[src/rtl/tpu_host_sequencer_if.sv]
// Host stream and TPU bus bundle for the TPU host sequencer.
// The master modport is the sequencer's view. The slave modport is the view of the host plus the TPU.
interface tpu_host_sequencer_if #(
  parameter int unsigned DATAW = 64,
  parameter int unsigned ADDRW = 16
) ();

  logic             in_valid;
  logic             in_ready;
  logic [DATAW-1:0] in_data;
  logic             out_valid;
  logic             out_ready;
  logic [DATAW-1:0] out_data;
  logic             tpu_r_w;
  logic [ADDRW-1:0] tpu_addr;
  logic [DATAW-1:0] tpu_wdata;
  logic [DATAW-1:0] tpu_rdata;

  modport master (
    input  in_valid, in_data, out_ready, tpu_rdata,
    output in_ready, out_valid, out_data, tpu_r_w, tpu_addr, tpu_wdata
  );

  modport slave (
    output in_valid, in_data, out_ready, tpu_rdata,
    input  in_ready, out_valid, out_data, tpu_r_w, tpu_addr, tpu_wdata
  );

endinterface

[src/rtl/tpu_host_sequencer.sv]
// Command sequencer that turns a host operand stream into TPU bus traffic.
// It loads the A and B rows, optionally clears C, starts the multiply, waits for it,
// then streams the C half-rows back to the host.
module tpu_host_sequencer #(
  parameter int unsigned DIM         = 8,
  parameter int unsigned DATAW       = 64,
  parameter int unsigned ADDRW       = 16,
  parameter int unsigned WAIT_CYCLES = 24
) (
  input  logic                 clk,
  input  logic                 rst_n,
  input  logic                 start,
  input  logic                 acc_mode,
  output logic                 busy,
  output logic                 done,
  tpu_host_sequencer_if.master bus
);

  localparam int unsigned CNTW  = (DIM > 1) ? $clog2(DIM) : 1;
  localparam int unsigned WAITW = $clog2(WAIT_CYCLES + 1);

  localparam logic [2:0] S_IDLE   = 3'd0;
  localparam logic [2:0] S_LOAD_A = 3'd1;
  localparam logic [2:0] S_LOAD_B = 3'd2;
  localparam logic [2:0] S_CLR_C  = 3'd3;
  localparam logic [2:0] S_START  = 3'd4;
  localparam logic [2:0] S_WAIT   = 3'd5;
  localparam logic [2:0] S_READ_C = 3'd6;
  localparam logic [2:0] S_DRAIN  = 3'd7;

  localparam logic [ADDRW-1:0] A_BASE   = ADDRW'(16'h0100);
  localparam logic [ADDRW-1:0] B_BASE   = ADDRW'(16'h0200);
  localparam logic [ADDRW-1:0] C_BASE   = ADDRW'(16'h0300);
  localparam logic [ADDRW-1:0] CMD_ADDR = ADDRW'(16'h0400);

  // A/B row address: base | row<<3
  function automatic logic [ADDRW-1:0] row_addr(input logic [ADDRW-1:0] base,
                                                input logic [CNTW-1:0]  row);
    return base | (ADDRW'(row) << 3);
  endfunction

  // C half-row address: base | row<<4 | half<<3
  function automatic logic [ADDRW-1:0] c_addr(input logic [CNTW-1:0] row, input logic half);
    return C_BASE | (ADDRW'(row) << 4) | (ADDRW'(half) << 3);
  endfunction

  logic [2:0]       state_q, state_d;
  logic [CNTW-1:0]  cnt_q, cnt_d;
  logic             half_q, half_d;
  logic [WAITW-1:0] wait_q, wait_d;
  logic             acc_q, acc_d;
  logic             in_ready_q, in_ready_d;
  logic             out_valid_q, out_valid_d;
  logic [DATAW-1:0] out_data_q, out_data_d;
  logic             r_w_q, r_w_d;
  logic [ADDRW-1:0] addr_q, addr_d;
  logic [DATAW-1:0] wdata_q, wdata_d;
  logic             busy_q, busy_d;
  logic             done_q, done_d;

  logic             in_accept_c;
  logic             rd_take_c;
  logic             cnt_last_c;
  logic             wait_done_c;
  logic [CNTW-1:0]  cnt_inc_c;
  logic [WAITW-1:0] wait_inc_c;

  assign in_accept_c = bus.in_valid & in_ready_q;
  assign rd_take_c   = ~out_valid_q | bus.out_ready;
  assign cnt_last_c  = (cnt_q == CNTW'(DIM - 1));
  assign wait_done_c = (wait_q == WAITW'(WAIT_CYCLES));
  assign cnt_inc_c   = cnt_q + CNTW'(1);
  assign wait_inc_c  = wait_q + WAITW'(1);

  // State and registered-output update; reset abandons any job in flight.
  always_ff @(posedge clk or negedge rst_n) begin
    if (!rst_n) begin
      state_q     <= S_IDLE;
      cnt_q       <= '0;
      half_q      <= 1'b0;
      wait_q      <= '0;
      acc_q       <= 1'b0;
      in_ready_q  <= 1'b0;
      out_valid_q <= 1'b0;
      out_data_q  <= '0;
      r_w_q       <= 1'b0;
      addr_q      <= '0;
      wdata_q     <= '0;
      busy_q      <= 1'b0;
      done_q      <= 1'b0;
    end else begin
      state_q     <= state_d;
      cnt_q       <= cnt_d;
      half_q      <= half_d;
      wait_q      <= wait_d;
      acc_q       <= acc_d;
      in_ready_q  <= in_ready_d;
      out_valid_q <= out_valid_d;
      out_data_q  <= out_data_d;
      r_w_q       <= r_w_d;
      addr_q      <= addr_d;
      wdata_q     <= wdata_d;
      busy_q      <= busy_d;
      done_q      <= done_d;
    end
  end

  // Next-state and next-output logic; the bus defaults to idle every cycle.
  always_comb begin
    state_d     = state_q;
    cnt_d       = cnt_q;
    half_d      = half_q;
    wait_d      = wait_q;
    acc_d       = acc_q;
    in_ready_d  = in_ready_q;
    out_valid_d = out_valid_q;
    out_data_d  = out_data_q;
    busy_d      = busy_q;
    done_d      = 1'b0;
    r_w_d       = 1'b0;
    addr_d      = '0;
    wdata_d     = '0;

    case (state_q)
      S_IDLE: begin
        if (start) begin
          acc_d      = acc_mode;
          cnt_d      = '0;
          half_d     = 1'b0;
          wait_d     = '0;
          in_ready_d = 1'b1;
          busy_d     = 1'b1;
          state_d    = S_LOAD_A;
        end
      end

      S_LOAD_A: begin
        if (in_accept_c) begin
          r_w_d   = 1'b1;
          addr_d  = row_addr(A_BASE, cnt_q);
          wdata_d = bus.in_data;
          if (cnt_last_c) begin
            cnt_d   = '0;
            state_d = S_LOAD_B;
          end else begin
            cnt_d = cnt_inc_c;
          end
        end
      end

      S_LOAD_B: begin
        if (in_accept_c) begin
          r_w_d   = 1'b1;
          addr_d  = row_addr(B_BASE, cnt_q);
          wdata_d = bus.in_data;
          if (cnt_last_c) begin
            cnt_d      = '0;
            in_ready_d = 1'b0;
            state_d    = acc_q ? S_START : S_CLR_C;
          end else begin
            cnt_d = cnt_inc_c;
          end
        end
      end

      S_CLR_C: begin
        r_w_d  = 1'b1;
        addr_d = c_addr(cnt_q, half_q);
        if (half_q) begin
          half_d = 1'b0;
          if (cnt_last_c) begin
            cnt_d   = '0;
            state_d = S_START;
          end else begin
            cnt_d = cnt_inc_c;
          end
        end else begin
          half_d = 1'b1;
        end
      end

      S_START: begin
        r_w_d   = 1'b1;
        addr_d  = CMD_ADDR;
        wait_d  = '0;
        state_d = S_WAIT;
      end

      // After the last idle cycle, put the first C address on the bus so READ_C sees valid read data.
      S_WAIT: begin
        if (wait_done_c) begin
          cnt_d   = '0;
          half_d  = 1'b0;
          addr_d  = c_addr('0, 1'b0);
          state_d = S_READ_C;
        end else begin
          wait_d = wait_inc_c;
        end
      end

      // The address advances only when the output register accepts the current read.
      S_READ_C: begin
        addr_d = addr_q;
        if (rd_take_c) begin
          out_data_d  = bus.tpu_rdata;
          out_valid_d = 1'b1;
          if (half_q) begin
            half_d = 1'b0;
            if (cnt_last_c) begin
              cnt_d   = '0;
              addr_d  = '0;
              state_d = S_DRAIN;
            end else begin
              cnt_d  = cnt_inc_c;
              addr_d = c_addr(cnt_inc_c, 1'b0);
            end
          end else begin
            half_d = 1'b1;
            addr_d = c_addr(cnt_q, 1'b1);
          end
        end
      end

      S_DRAIN: begin
        if (out_valid_q && bus.out_ready) begin
          out_valid_d = 1'b0;
          done_d      = 1'b1;
          busy_d      = 1'b0;
          state_d     = S_IDLE;
        end
      end

      default: state_d = S_IDLE;
    endcase
  end

  assign bus.in_ready  = in_ready_q;
  assign bus.out_valid = out_valid_q;
  assign bus.out_data  = out_data_q;
  assign bus.tpu_r_w   = r_w_q;
  assign bus.tpu_addr  = addr_q;
  assign bus.tpu_wdata = wdata_q;
  assign busy          = busy_q;
  assign done          = done_q;

endmodule
[src/flat_wrapper.sv]
// flat-port wrapper written by rule: the top's interface ports become plain ports
module tpu_host_sequencer_flat 
#(
  parameter int unsigned DIM         = 8,
  parameter int unsigned DATAW       = 64,
  parameter int unsigned ADDRW       = 16,
  parameter int unsigned WAIT_CYCLES = 24
)
  (clk, rst_n, start, acc_mode, busy, done, bus_in_valid, bus_in_data, bus_out_ready, bus_tpu_rdata, bus_in_ready, bus_out_valid, bus_out_data, bus_tpu_r_w, bus_tpu_addr, bus_tpu_wdata);
  tpu_host_sequencer_if #(.DATAW(DATAW), .ADDRW(ADDRW)) bus_i ();
  input  logic clk;
  input  logic rst_n;
  input  logic start;
  input  logic acc_mode;
  output logic busy;
  output logic done;
  input wire logic [$bits(bus_i.in_valid)-1:0] bus_in_valid;
  input wire logic [$bits(bus_i.in_data)-1:0] bus_in_data;
  input wire logic [$bits(bus_i.out_ready)-1:0] bus_out_ready;
  input wire logic [$bits(bus_i.tpu_rdata)-1:0] bus_tpu_rdata;
  output wire logic [$bits(bus_i.in_ready)-1:0] bus_in_ready;
  output wire logic [$bits(bus_i.out_valid)-1:0] bus_out_valid;
  output wire logic [$bits(bus_i.out_data)-1:0] bus_out_data;
  output wire logic [$bits(bus_i.tpu_r_w)-1:0] bus_tpu_r_w;
  output wire logic [$bits(bus_i.tpu_addr)-1:0] bus_tpu_addr;
  output wire logic [$bits(bus_i.tpu_wdata)-1:0] bus_tpu_wdata;
  assign bus_i.in_valid = bus_in_valid;
  assign bus_i.in_data = bus_in_data;
  assign bus_i.out_ready = bus_out_ready;
  assign bus_i.tpu_rdata = bus_tpu_rdata;
  assign bus_in_ready = bus_i.in_ready;
  assign bus_out_valid = bus_i.out_valid;
  assign bus_out_data = bus_i.out_data;
  assign bus_tpu_r_w = bus_i.tpu_r_w;
  assign bus_tpu_addr = bus_i.tpu_addr;
  assign bus_tpu_wdata = bus_i.tpu_wdata;
  tpu_host_sequencer #(.DIM(DIM), .DATAW(DATAW), .ADDRW(ADDRW), .WAIT_CYCLES(WAIT_CYCLES)) u_core (.clk(clk), .rst_n(rst_n), .start(start), .acc_mode(acc_mode), .busy(busy), .done(done), .bus(bus_i));
endmodule
[config.mk]
export PLATFORM = sky130hd
export DESIGN_NAME = tpu_host_sequencer_flat
export DESIGN_NICKNAME = d
export VERILOG_FILES = /design/src/rtl/tpu_host_sequencer_if.sv /design/src/rtl/tpu_host_sequencer.sv /design/src/flat_wrapper.sv
export SDC_FILE = /design/constraint.sdc
export NUM_CORES = 1
export LEC_CHECK = 0
export BUFFER_PORTS_ARGS = -buffer_cell sky130_fd_sc_hd__buf_2
export CAP_MARGIN = 40
export CORE_MARGIN = 1.5
export CORE_UTILIZATION = 47
export DETAILED_ROUTE_END_ITERATION = 10
export PLACE_DENSITY = 0.81
export RECOVER_POWER = 100
export SLEW_MARGIN = 0
export SYNTH_ARGS = -nofsm -noshare
export SYNTH_HDL_FRONTEND = slang
export SYNTH_SLANG_ARGS = --single-unit
[constraint.sdc]
create_clock -name clk -period 2.1 [get_ports clk]
set_input_delay 0 -clock clk [delete_from_list [all_inputs] [get_ports clk]]
set_output_delay 0 -clock clk [all_outputs]
set_load 0.005 [all_outputs]
---- After elaboration in Yosys (flattened, before gate mapping) ----
Index checks and enable logic that the tools add are counted.
Widths: inputs -> output; s select.
word-level totals
  register bits ........................... 162
  input port bits ......................... 134
  word-level logic and storage cells ...... 111
cells by class
  reduce and logical (&&, ||, !) cells .... 19
  bitwise gates (word level) .............. 4
  multiplexer cells ....................... 50
  $add $sub $neg .......................... 2
  equal/unequal tests ..................... 23
operators by type and width
  cell                 count
  $mux 64              2
  $pmux 16 s6          1
  $mux 3               19
  $mux 10              4
  $ne 2x1->1 const B   12
  $pmux 3 s8           1
  $mux 16              1
  $eq 3x3->1 const B   5
  $pmux 3 s5           1
  $pmux 5 s3           1
  $mux 1               12
  $reduce_and 12->1    1
  $mux 5               2
  $or 10x4->10         1
  $mux 9               1
  $reduce_and 3->1     3
  $pmux 1 s2           4
  $reduce_and 4->1     2
  $eq 3x2->1 const B   2
  $reduce_bool 2->1    3
  $add 5x1->5 const B  1
  $eq 5x5->1 const B   1
  $reduce_and 5->1     1
  $reduce_bool 5->1    1
  other kinds (13)     16

---- Longest topological paths before layout ----
Gate-level depths: netlist of the first run.
  depth after elaboration ................. 5
  mapped depth ............................ 7

---- Worst setup path after synthesis of the first run ----
Ideal clock, no wire load.
  path kind ............................... register to register
  start ................................... reg u_core.cnt_q[0]
  end ..................................... reg u_core.state_q[1]
  required time ........................... 1982 ps
  period minus slack after synthesis ...... 1773 ps
  cell stages (with the launch flop) ...... 8
  setup slack ............................. 327 ps
  data arrival time ....................... 1655 ps
  path through ............................ dfrtp_1 ha_1 ha_1 nand4_1 a32o_2 a311oi_4 a31oi_1 a21o_1
on the way
  longest elaborated chain between the ends .. 3
  elaborated cells on any way between the ends .. 6
  those cells by class .................... 5 x eq/ne; 1 x reduce/logical
RTL lines
  what                                    line                      RTL
  start: declaration                      tpu_host_sequencer.sv:48  logic [CNTW-1:0] cnt_q, cnt_d;
  start signal: assignment                tpu_host_sequencer.sv:93  cnt_q <= cnt_d;
  $eq 3x3->1 (*)                          tpu_host_sequencer.sv:70  assign cnt_last_c = (cnt_q == CNTW'(DIM - 1));
  $ne 2x1->1 (no source line)             n/a
  $reduce_and 12->1 (no source line) (*)  n/a
  end signal: assignment                  tpu_host_sequencer.sv:92  state_q <= state_d;
  end: declaration                        tpu_host_sequencer.sv:47  logic [2:0] state_q, state_d;
Mark *: on every way between the ends. The rest lies on a longest branch, timed or not.
A chain may end at the register's enable or synchronous reset.

---- Worst setup path after layout of the first run ----
  start ................................... reg u_core.state_q[0]
  end ..................................... reg u_core.out_data_q[51] (netlist: u_core.bus.out_data[51])
on the way
  longest elaborated chain between the ends .. 2
RTL lines
  what                               line                       RTL
  $eq 3x3->1                         tpu_host_sequencer.sv:124  case (state_q)
  $reduce_and 2->1 (no source line)  n/a
  end signal: assignment             tpu_host_sequencer.sv:99   out_data_q <= out_data_d;
  end: declaration                   tpu_host_sequencer.sv:54   logic [DATAW-1:0] out_data_q, out_data_d;
Every way passes these cells.

==> run_summary.xml, run 1 <==
<?xml version="1.0" encoding="UTF-8"?>
<metrics>
  <group name="synthesis">
    <metric name="yosysWarnings" unit="">0</metric>
    <metric name="synthesis.area" unit="um^2">6050</metric>
    <metric name="synth_cell_type_count" unit="">51</metric>
    <metric name="synth_seq_area_share" unit="">0.633</metric>
    <metric name="yosys_register_bits" unit="">153</metric>
    <metric name="asyncSetResetFlopFracSynth" unit="">1.00</metric>
    <metric name="synth_largest_area_cell" unit="">dfrtp_1</metric>
    <metric name="leading_post_synthesis_cells_by_cell_area" unit="">dfrtp_1, mux2_2, and2_1, buf_4, o21ai_0</metric>
    <metric name="syn_avg_cell_area" unit="um^2">13.4</metric>
    <metric name="synthesis.instances" unit="">453</metric>
    <metric name="synth_top_cell_area_share" unit="">0.633</metric>
    <metric name="synth-edff-count" unit="">0</metric>
    <metric name="synth_flop_cell" unit="">dfrtp_1</metric>
  </group>
  <group name="routing">
    <metric name="iteration_count_of_the_initial_detailed_routing_pass" unit="">6</metric>
    <metric name="antenna_left" unit="">0</metric>
    <metric name="routed-via-count" unit="">5287</metric>
    <metric name="drt_wl_cell" unit="um">18.5</metric>
    <metric name="detail_route.drc_violations" unit="">0</metric>
    <metric name="initialDrtViolationCount" unit="">379</metric>
    <metric name="route.detailed.vias_per_inst" unit="">5.01</metric>
    <metric name="totalWireLength" unit="um">19500</metric>
  </group>
  <group name="setup_path">
    <metric name="cp_max_fo" unit="">34</metric>
    <metric name="worst_r2r_path_depth" unit="">4</metric>
    <metric name="reg2reg_setup_slack" unit="ns">0.09</metric>
    <metric name="end_kind" unit="">flop</metric>
    <metric name="critPathKind" unit="">reg -&gt; reg</metric>
    <metric name="setup.worst_path.start_class" unit="">flop</metric>
    <metric name="worst_r2r_endpoint" unit="">u_core.bus.out_data[51]</metric>
    <metric name="worstReg2RegStart" unit="">u_core.state_q[0]</metric>
    <metric name="worst-endpoint-arrival" unit="ns">2.30</metric>
    <metric name="worstPathRequired" unit="ns">2.39</metric>
  </group>
  <group name="power_and_ir_drop">
    <metric name="netSwitchingPower" unit="mW">4.18</metric>
    <metric name="pwr_density_cell" unit="nW/um^2">1300</metric>
    <metric name="fraction_of_power_consumed_by_combinational_cells" unit="">0.360</metric>
    <metric name="leakage" unit="nW">4.42</metric>
    <metric name="clkPwrFrac" unit="">0.258</metric>
    <metric name="share_seq_of_total_power" unit="">0.383</metric>
    <metric name="netSwitchingFraction" unit="">0.343</metric>
    <metric name="peakVddDrop" unit="mV">0.766</metric>
    <metric name="cellInternalPower" unit="mW">8.02</metric>
  </group>
  <group name="clocking">
    <metric name="htreeDepth" unit="">4</metric>
    <metric name="clockRootBuffer" unit="">clkbuf_16</metric>
    <metric name="worst_skew_pair.late_latency" unit="ns">0.42</metric>
    <metric name="ctsLongestPathBuffers" unit="">2</metric>
    <metric name="cts_inserted_buffers" unit="">17</metric>
    <metric name="cts_clock_pin_slew_for_the_worst_setup_and_hold_paths" unit="ns">0.06</metric>
    <metric name="tritoncts_num_sinks" unit="">153</metric>
    <metric name="clock_tree_from_tritoncts" unit="">built</metric>
  </group>
  <group name="cells_and_area">
    <metric name="layout_common_cells" unit="">buf_2, dfrtp_1, dlygate4sd3_1, clkbuf_1, mux2_2</metric>
    <metric name="layout_commonest_cell" unit="">buf_2</metric>
    <metric name="syn2layout_area_growth" unit="%">55.4</metric>
    <metric name="nNetsFinal" unit="">1006</metric>
    <metric name="layout.core_utilization" unit="">0.748</metric>
    <metric name="final_cell_count_no_fill" unit="">1055</metric>
    <metric name="fraction_of_layout_instances_using_a_drive_strength_above_1" unit="">0.298</metric>
  </group>
  <group name="status">
    <metric name="outcome" unit="">complete, no violations</metric>
  </group>
  <group name="place">
    <metric name="post-dp-hpwl" unit="um">11200</metric>
    <metric name="place_congestion" unit="">0.937</metric>
    <metric name="dpl.cell_count" unit="">887</metric>
    <metric name="io_buffer_count" unit="">273</metric>
  </group>
  <group name="floorplan">
    <metric name="fp-row-count" unit="">41</metric>
    <metric name="die_width" unit="um">116</metric>
    <metric name="floorplan.die.height" unit="um">116</metric>
    <metric name="top_level_ports" unit="">283</metric>
    <metric name="core" unit="um^2">12600</metric>
    <metric name="fp.dieArea" unit="um^2">13600</metric>
    <metric name="initial_utilization" unit="">0.482</metric>
  </group>
  <group name="global_routing">
    <metric name="grt_pass1_wl" unit="um">29400</metric>
    <metric name="grt-ovfl-total" unit="">0</metric>
    <metric name="grt_start_max_net_pins" unit="">61</metric>
    <metric name="grtUsageTotal" unit="">0.294</metric>
    <metric name="first_global_vias" unit="">5567</metric>
    <metric name="grt_antenna_before_repair" unit="">2</metric>
  </group>
  <group name="timing">
    <metric name="final_max_slew_viol_count" unit="">0</metric>
    <metric name="layout_min_cycle_time" unit="ns">2.01</metric>
    <metric name="unrepaired_setup_endpoints_after_global_routing" unit="">false</metric>
    <metric name="max-slew-margin-rel" unit="">0.103</metric>
    <metric name="transition_time_of_the_tightest_slew_check_pin" unit="ns">1.35</metric>
    <metric name="clock.fmax" unit="GHz">0.497</metric>
    <metric name="hold_viol_final" unit="">0</metric>
    <metric name="setup_total_negative_slack" unit="ns">0</metric>
    <metric name="setup_violations" unit="">0</metric>
    <metric name="finalHoldWorstSlack" unit="ns">0.326</metric>
    <metric name="final_min_period_over_clock_period" unit="">0.958</metric>
    <metric name="finClkSkew" unit="ns">0.00936</metric>
  </group>
  <group name="run">
    <metric name="cap_viol_max_count" unit="">0</metric>
  </group>
  <group name="min_path">
    <metric name="hold_class" unit="">in -&gt; reg</metric>
    <metric name="launch_point_of_the_worst_hold_path" unit="">bus_in_data[33]</metric>
    <metric name="timing.hold.worst_endpoint" unit="">u_core.bus.tpu_wdata[33]</metric>
    <metric name="worstHoldPathCells" unit="">3</metric>
  </group>
</metrics>
state kept, by name, indices dropped and copies added, names as in the netlist:
name	flops
u_core.acc_q	1
u_core.bus.in_ready	1
u_core.bus.out_data	64
u_core.bus.out_valid	1
u_core.bus.tpu_addr	7
u_core.bus.tpu_r_w	1
u_core.bus.tpu_wdata	64
u_core.busy	1
u_core.cnt_q	3
u_core.done	1
u_core.half_q	1
u_core.state_q	3
u_core.wait_q	5
power by group through the flow:
stage	clock network, mW	registers (mW)	logic, mW
CTS	3.16	4.54	4.52
global placement	0	4.49	4.14
global route	3.31	4.79	4.82
detailed placement	0	4.57	4.29
finish	3.14	4.67	4.39
floorplan	0	4.60	2.50
per-stage QoR:
step                power (mW)  setup WS [ns]  cell area (um^2)
detailed placement        8.85          0.120              7630
global placement          8.63          0.214              7630
floorplan                 7.10          0.327              6080
finish                    12.2         0.0881              9410
global route              12.9         0.0130              9400
CTS                       12.2          0.110              9570
synthesized netlist by cell type, drive strengths merged, types with 2 or more instances:
cell,number
dfrtp,153
mux2,68
and2,65
buf,26
nand2,18
nor2,15
o21ai,14
a21oi,9
nor3,9
inv,8
clkbuf,7
ha,5
nor2b,5
nand2b,4
nand3,4
nand4,4
a221oi,3
a22o,3
a31oi,3
xor2,3
a21o,2
a22oi,2
nor4,2
o21a,2
layout make-up:
cell class	instances	area, um^2
multi-input cells	267	2020
well taps	172	215
repair buffers	420	2690
clock inverters	14	170
flip-flops and latches	153	3830
inverters	8	30.0
clock buffers	18	439
fillers	803	3160
diodes	3	7.51
repair_timing:
| item | CTS | global route |
|---|---|---|
| buffers inserted | 0 | 0 |
| endpoints found under the hold margin | 287 | 0 |
| hold buffers | 133 | 0 |
| gates resized for setup | 0 | 2 |
| endpoints found under the setup margin | 0 | 2 |
layer usage:
metal,up-vias,global-route usage,routed length (um)
met5,-,0,0
li1,2349,-,-
met3,80,0.106,1500
met2,271,0.506,10100
met1,2587,0.315,7000
met4,0,0.166,914
worst max path at each step:
stage	from	end	slack [ns]	depth (start not counted)
after floorplan	u_core.cnt_q[0]	u_core.state_q[1]	0.33	7
after global placement	u_core.cnt_q[0]	u_core.state_q[1]	0.21	7
after detailed placement	u_core.cnt_q[0]	u_core.state_q[0]	0.12	7
after CTS	u_core.cnt_q[0]	u_core.state_q[0]	0.11	7
after global routing	u_core.state_q[0]	u_core.bus.tpu_wdata[23]	0.01	5
final	u_core.state_q[0]	u_core.bus.out_data[51]	0.09	4
logic make-up (layout without fill, tap and decap cells):
logic type / count (synthesis) / in the layout / synth area share
simple gates: 134 / 134 / 0.126
buf+inv: 41 / 460 / 0.0401
fa+ha+maj: 5 / 5 / 0.0103
flops: 153 / 153 / 0.633
other cells: 1 / 12 / 0.000620
xor+xnor: 4 / 4 / 0.00579
mux: 69 / 69 / 0.128
compound gates: 46 / 46 / 0.0560
worst max-delay path, stage by stage, from the launching register on:
cell and delay, ns:
dfrtp_1 0.42, nand3b_1 0.22, nor2b_2 0.54, buf_12 0.30, mux2_1 0.39
(Power assumes the default switching activity.)
==> run 2, diff against run 1 <==
==> constraint.sdc (replaced) <==
create_clock -name clk -period 2.1 [get_ports clk]
set_input_delay 0.105 -clock clk [delete_from_list [all_inputs] [get_ports clk]]
set_output_delay 0.105 -clock clk [all_outputs]
set_load 0.005 [all_outputs]
==> run_summary.xml, run 2 (same netlist as run 1, synthesis figures left out) <==
<?xml version="1.0" encoding="UTF-8"?>
<metrics>
  <group name="clocking">
    <metric name="worst_skew_pair.late_latency" unit="ns">0.41</metric>
    <metric name="tritoncts_num_sinks" unit="">153</metric>
    <metric name="cts_inserted_buffers" unit="">17</metric>
    <metric name="cts_clock_pin_slew_for_the_worst_setup_and_hold_paths" unit="ns">0.06</metric>
    <metric name="clockRootBuffer" unit="">clkbuf_16</metric>
    <metric name="ctsLongestPathBuffers" unit="">2</metric>
    <metric name="htreeDepth" unit="">4</metric>
    <metric name="clock_tree_from_tritoncts" unit="">built</metric>
    <metric name="post_cts_buffers" unit="">0</metric>
  </group>
  <group name="global_routing">
    <metric name="grt_start_max_net_pins" unit="">55</metric>
    <metric name="grt_pass1_wl" unit="um">28900</metric>
    <metric name="grtUsageTotal" unit="">0.289</metric>
    <metric name="grt_antenna_before_repair" unit="">0</metric>
    <metric name="first_global_vias" unit="">5467</metric>
    <metric name="grt-ovfl-total" unit="">0</metric>
  </group>
  <group name="place">
    <metric name="io_buffer_count" unit="">273</metric>
    <metric name="place_congestion" unit="">0.952</metric>
    <metric name="dpl.cell_count" unit="">891</metric>
    <metric name="post-dp-hpwl" unit="um">11300</metric>
  </group>
  <group name="timing">
    <metric name="final_max_slew_viol_count" unit="">0</metric>
    <metric name="transition_time_of_the_tightest_slew_check_pin" unit="ns">1.24</metric>
    <metric name="layout_min_cycle_time" unit="ns">1.99</metric>
    <metric name="clock.fmax" unit="GHz">0.502</metric>
    <metric name="finClkSkew" unit="ns">0.00769</metric>
    <metric name="setup_violations" unit="">0</metric>
    <metric name="hold_viol_final" unit="">0</metric>
    <metric name="setup_total_negative_slack" unit="ns">0</metric>
    <metric name="final_min_period_over_clock_period" unit="">0.948</metric>
    <metric name="max-slew-margin-rel" unit="">0.172</metric>
  </group>
  <group name="setup_path">
    <metric name="end_kind" unit="">flop</metric>
    <metric name="reg2reg_setup_slack" unit="ns">0.11</metric>
    <metric name="cp_max_fo" unit="">6</metric>
    <metric name="setup.worst_path.start_class" unit="">flop</metric>
    <metric name="worstPathRequired" unit="ns">2.42</metric>
    <metric name="critPathKind" unit="">reg -&gt; reg</metric>
    <metric name="worst-endpoint-arrival" unit="ns">2.31</metric>
  </group>
  <group name="power_and_ir_drop">
    <metric name="cellInternalPower" unit="mW">8.14</metric>
    <metric name="finalPower" unit="mW">12.4</metric>
    <metric name="leakage" unit="nW">4.41</metric>
    <metric name="clkPwrFrac" unit="">0.254</metric>
    <metric name="peakVddDrop" unit="mV">0.597</metric>
    <metric name="netSwitchingPower" unit="mW">4.24</metric>
    <metric name="netSwitchingFraction" unit="">0.343</metric>
    <metric name="fraction_of_power_consumed_by_combinational_cells" unit="">0.365</metric>
    <metric name="pwr_density_cell" unit="nW/um^2">1320</metric>
    <metric name="share_seq_of_total_power" unit="">0.381</metric>
  </group>
  <group name="floorplan">
    <metric name="floorplan.die.height" unit="um">116</metric>
    <metric name="core" unit="um^2">12600</metric>
    <metric name="fp-row-count" unit="">41</metric>
    <metric name="fp.dieArea" unit="um^2">13600</metric>
    <metric name="die_width" unit="um">116</metric>
    <metric name="initial_utilization" unit="">0.482</metric>
    <metric name="top_level_ports" unit="">283</metric>
  </group>
  <group name="routing">
    <metric name="detail_route.drc_violations" unit="">0</metric>
    <metric name="iteration_count_of_the_initial_detailed_routing_pass" unit="">5</metric>
    <metric name="route.detailed.vias_per_inst" unit="">4.97</metric>
    <metric name="routed-via-count" unit="">5242</metric>
    <metric name="initialDrtViolationCount" unit="">328</metric>
    <metric name="antenna_left" unit="">0</metric>
    <metric name="drt_wl_cell" unit="um">19.0</metric>
    <metric name="totalWireLength" unit="um">20100</metric>
  </group>
  <group name="cells_and_area">
    <metric name="fill_cells" unit="">810</metric>
    <metric name="layout_commonest_cell" unit="">dfrtp_1</metric>
    <metric name="final_cell_count_no_fill" unit="">1054</metric>
    <metric name="nNetsFinal" unit="">1007</metric>
    <metric name="layout_common_cells" unit="">dfrtp_1, buf_2, dlygate4sd3_1, clkbuf_1, mux2_2</metric>
    <metric name="layout.core_utilization" unit="">0.749</metric>
    <metric name="fraction_of_layout_instances_using_a_drive_strength_above_1" unit="">0.309</metric>
    <metric name="syn2layout_area_growth" unit="%">55.6</metric>
  </group>
  <group name="min_path">
    <metric name="hold_class" unit="">in -&gt; reg</metric>
  </group>
  <group name="run">
    <metric name="cap_viol_max_count" unit="">0</metric>
  </group>
  <group name="status">
    <metric name="outcome" unit="">complete, no violations</metric>
  </group>
</metrics>
## run 2: changes by cell type in the layout (fill, tap and decap cells not counted), moves of 5 or more
cell,delta
buf_4,+5
mux2_2,+8
and2_0,+6
and2_1,-6
mux2_1,-8
## run 2: power groups by stage
stage               Combinational (mW)  Clock (mW)  Sequential, mW
floorplan                         2.50           0            4.60
global placement                  4.16           0            4.52
detailed placement                4.29           0            4.59
CTS                               4.52        3.19            4.55
global route                      4.93        3.32            4.82
finish                            4.52        3.15            4.72
## run 2: repair_timing
action	4_1_cts	5_1_grt
gates resized for setup	0	2
setup endpoints to repair	0	2
hold buffers	130	0
endpoints found under the hold margin	175	0
## run 2: layer usage
metal | GRT usage | part of all wire | wire length [um]
met4 | 0.147 | 0.033 | 654
met3 | 0.0944 | 0.068 | 1360
met2 | 0.515 | 0.54 | 10800
met5 | 0 | 0 | 0
met1 | 0.307 | 0.36 | 7220
## run 2: final timing paths
| path | startpoint | end | cells past startpoint |
|---|---|---|---|
| min reg2reg | u_core.bus.tpu_addr[10] | u_core.bus.tpu_addr[10] | 2 |
| max reg2reg | u_core.cnt_q[0] | u_core.state_q[0] | 7 |
| min | bus_out_ready | u_core.bus.out_valid | 4 |
| max | u_core.cnt_q[0] | u_core.state_q[0] | 7 |
| max in group asynchronous | rst_n | u_core.cnt_q[0] | 3 |
| min in group asynchronous | rst_n | u_core.bus.out_data[41] | 2 |
## run 2: area by class of cell
class                      count  area [um^2]  share of cell area
antenna                        2         5.00            0.000531
clock buffer                  21          470              0.0499
clock inverter                10          143              0.0151
inverter                       8         30.0             0.00319
multi-input combinational    267         2030               0.215
sequential                   153         3830               0.407
tap                          172          215              0.0228
timing repair buffer         421         2700               0.286
## run 2: critical path, cell delays in order, from the launching register on
cell and delay [ns]:
dfrtp_2 0.45, ha_1 0.25, ha_1 0.24, buf_4 0.16, a22oi_1 0.27, o221ai_2 0.21
o21ai_0 0.18, o2bb2ai_1 0.15
## run 2: stage by stage
stage | hold slack (ns) | area [um^2] | setup WS, ns
4_1_cts | 0.00450 | 9570 | 0.0886
3_3_place_gp | 0.0561 | 7660 | 0.106
6_report | 0.0310 | 9420 | 0.109
5_1_grt | 0.0537 | 9410 | -0.00794
3_5_place_dp | 0.0684 | 7660 | 0.130
2_1_floorplan | -0.191 | 6080 | 0.327
==> run 3, diff against run 2 <==
PLACE_DENSITY = 0.85   (was 0.81)
REMOVE_ABC_BUFFERS = 1   (was not set)
==> run_summary.xml, run 3 (same netlist as run 1, synthesis figures left out) <==
<?xml version="1.0" encoding="UTF-8"?>
<metrics>
  <group name="timing">
    <metric name="hold_viol_final" unit="">0</metric>
    <metric name="max-slew-margin-rel" unit="">0.0119</metric>
    <metric name="setup_violations" unit="">0</metric>
    <metric name="clock.fmax" unit="GHz">0.506</metric>
    <metric name="worst_slack" unit="ns">0.122</metric>
    <metric name="transition_time_of_the_tightest_slew_check_pin" unit="ns">1.48</metric>
    <metric name="finClkSkew" unit="ns">0.00922</metric>
    <metric name="final_min_period_over_clock_period" unit="">0.942</metric>
    <metric name="final_max_slew_viol_count" unit="">0</metric>
    <metric name="unrepaired_setup_endpoints_after_global_routing" unit="">false</metric>
    <metric name="layout_min_cycle_time" unit="ns">1.98</metric>
  </group>
  <group name="run">
    <metric name="cap_viol_max_count" unit="">0</metric>
  </group>
  <group name="floorplan">
    <metric name="die_width" unit="um">116</metric>
    <metric name="initial_utilization" unit="">0.482</metric>
    <metric name="floorplan.die.height" unit="um">116</metric>
    <metric name="fp.dieArea" unit="um^2">13600</metric>
    <metric name="core" unit="um^2">12600</metric>
    <metric name="top_level_ports" unit="">283</metric>
    <metric name="fp-row-count" unit="">41</metric>
  </group>
  <group name="setup_path">
    <metric name="worstPathRequired" unit="ns">2.44</metric>
    <metric name="cp_max_fo" unit="">64</metric>
    <metric name="path_cells" unit="">xnor2_1, nor3b_1, buf_12, and2_0</metric>
    <metric name="critPathKind" unit="">reg -&gt; reg</metric>
    <metric name="end_kind" unit="">flop</metric>
    <metric name="setup.worst_path.start_class" unit="">flop</metric>
    <metric name="critical_path.slowest_cell" unit="">dfrtp_1</metric>
    <metric name="worst-endpoint-arrival" unit="ns">2.32</metric>
    <metric name="slowest_delay" unit="ns">0.66</metric>
  </group>
  <group name="routing">
    <metric name="detail_route.drc_violations" unit="">0</metric>
    <metric name="initialDrtViolationCount" unit="">346</metric>
    <metric name="routed-via-count" unit="">5271</metric>
    <metric name="antenna_left" unit="">0</metric>
    <metric name="iteration_count_of_the_initial_detailed_routing_pass" unit="">5</metric>
    <metric name="totalWireLength" unit="um">19600</metric>
    <metric name="route.detailed.vias_per_inst" unit="">5.01</metric>
    <metric name="drt_wl_cell" unit="um">18.7</metric>
  </group>
  <group name="cells_and_area">
    <metric name="fraction_of_layout_instances_using_a_drive_strength_above_1" unit="">0.310</metric>
    <metric name="nNetsFinal" unit="">1006</metric>
    <metric name="layout_commonest_cell" unit="">buf_2</metric>
    <metric name="antennaDiodeCount" unit="">0</metric>
    <metric name="layout.core_utilization" unit="">0.753</metric>
    <metric name="layout_common_cells" unit="">buf_2, dfrtp_1, dlygate4sd3_1, clkbuf_1, mux2_2</metric>
    <metric name="syn2layout_area_growth" unit="%">56.4</metric>
    <metric name="fill_cells" unit="">789</metric>
  </group>
  <group name="global_routing">
    <metric name="grt_start_max_net_pins" unit="">65</metric>
    <metric name="grt_pass1_wl" unit="um">28800</metric>
    <metric name="grtUsageTotal" unit="">0.291</metric>
    <metric name="first_global_vias" unit="">5525</metric>
    <metric name="grt-ovfl-total" unit="">0</metric>
    <metric name="grt_antenna_before_repair" unit="">0</metric>
  </group>
  <group name="clocking">
    <metric name="clockRootBuffer" unit="">clkbuf_16</metric>
    <metric name="ctsLongestPathBuffers" unit="">2</metric>
    <metric name="cts_inserted_buffers" unit="">17</metric>
    <metric name="cts_clock_pin_slew_for_the_worst_setup_and_hold_paths" unit="ns">0.07</metric>
    <metric name="clock_tree_from_tritoncts" unit="">built</metric>
    <metric name="htreeDepth" unit="">4</metric>
    <metric name="tritoncts_num_sinks" unit="">153</metric>
    <metric name="worst_skew_pair.late_latency" unit="ns">0.42</metric>
  </group>
  <group name="power_and_ir_drop">
    <metric name="pwr_density_cell" unit="nW/um^2">1320</metric>
    <metric name="peakVddDrop" unit="mV">0.671</metric>
    <metric name="leakage" unit="nW">4.46</metric>
  </group>
  <group name="place">
    <metric name="place_congestion" unit="">0.891</metric>
    <metric name="worst_setup_slack_post_dpl" unit="ns">0.138</metric>
    <metric name="io_buffer_count" unit="">273</metric>
    <metric name="post-dp-hpwl" unit="um">10800</metric>
  </group>
  <group name="status">
    <metric name="outcome" unit="">complete, no violations</metric>
  </group>
  <group name="min_path">
    <metric name="hold_class" unit="">in -&gt; reg</metric>
  </group>
</metrics>
==> run 3: what timing repair did <==
item                                   4_1_cts  5_1_grt
hold buffers                               131        0
endpoints found under the hold margin      185        0
setup buffers                                0        0
setup endpoints to repair                    0        2
resized for setup                            0        1
==> run 3: power breakdown <==
group	leakage [nW]	switching, mW	internal [mW]
logic	2.19	2.13	2.14
registers	1.95	0.743	3.99
clock network	0.322	1.26	2.28
total	4.46	4.13	8.41
==> run 3: worst max-delay path: cells and delay by family (launching register included) <==
| family | cells | cell delay (ns) |
|---|---|---|
| XOR/XNOR | 1 | 0.19 |
| buffers and inverters | 1 | 0.29 |
| flip-flops | 1 | 0.66 |
| AND/OR/NAND/NOR | 2 | 0.72 |
==> run 3: per-stage QoR <==
step                      TNS (ns)  cells  hold slack (ns)  instance area, um^2  power (mW)
final                            0   1052           0.0750                 9470        12.5
after global routing             0   1052            0.106                 9470        13.2
after CTS                        0   1052           0.0485                 9650        12.6
after detailed placement         0    889            0.116                 7650        8.85
after global placement           0    889            0.101                 7650        8.65
after floorplan            -184.36    428           -0.191                 5870        6.94
==> run 3: worst paths after layout <==
check	slack, ns	startpoint	to	cells past startpoint
setup / recovery	0.12	u_core.state_q[0]	u_core.bus.tpu_wdata[39]	4
hold / removal	0.08	start	u_core.busy	3
setup reg to reg	0.12	u_core.state_q[0]	u_core.bus.tpu_wdata[39]	4
max in group asynchronous	0.38	rst_n	u_core.bus.tpu_wdata[59]	3
min in group asynchronous	0.58	rst_n	u_core.bus.out_data[2]	2
hold reg to reg	0.49	u_core.bus.out_data[18]	u_core.bus.out_data[18]	1
==> run 3: routing by layer <==
| metal | share of wire | track usage | up-vias |
|---|---|---|---|
| met4 | 0.055 | 0.202 | 0 |
| met3 | 0.079 | 0.0799 | 84 |
| met5 | 0 | 0 | - |
| li1 | - | - | 2359 |
| met2 | 0.52 | 0.525 | 303 |
| met1 | 0.35 | 0.290 | 2525 |
==> run 3: final cells by class <==
class	instances	area [um^2]	share of cell area
multi-input cells	267	2010	0.212
repair buffers	420	2700	0.285
inverters	8	30.0	0.00317
clock buffers	19	443	0.0468
flip-flops and latches	153	3830	0.405
well taps	172	215	0.0227
clock inverters	13	240	0.0254
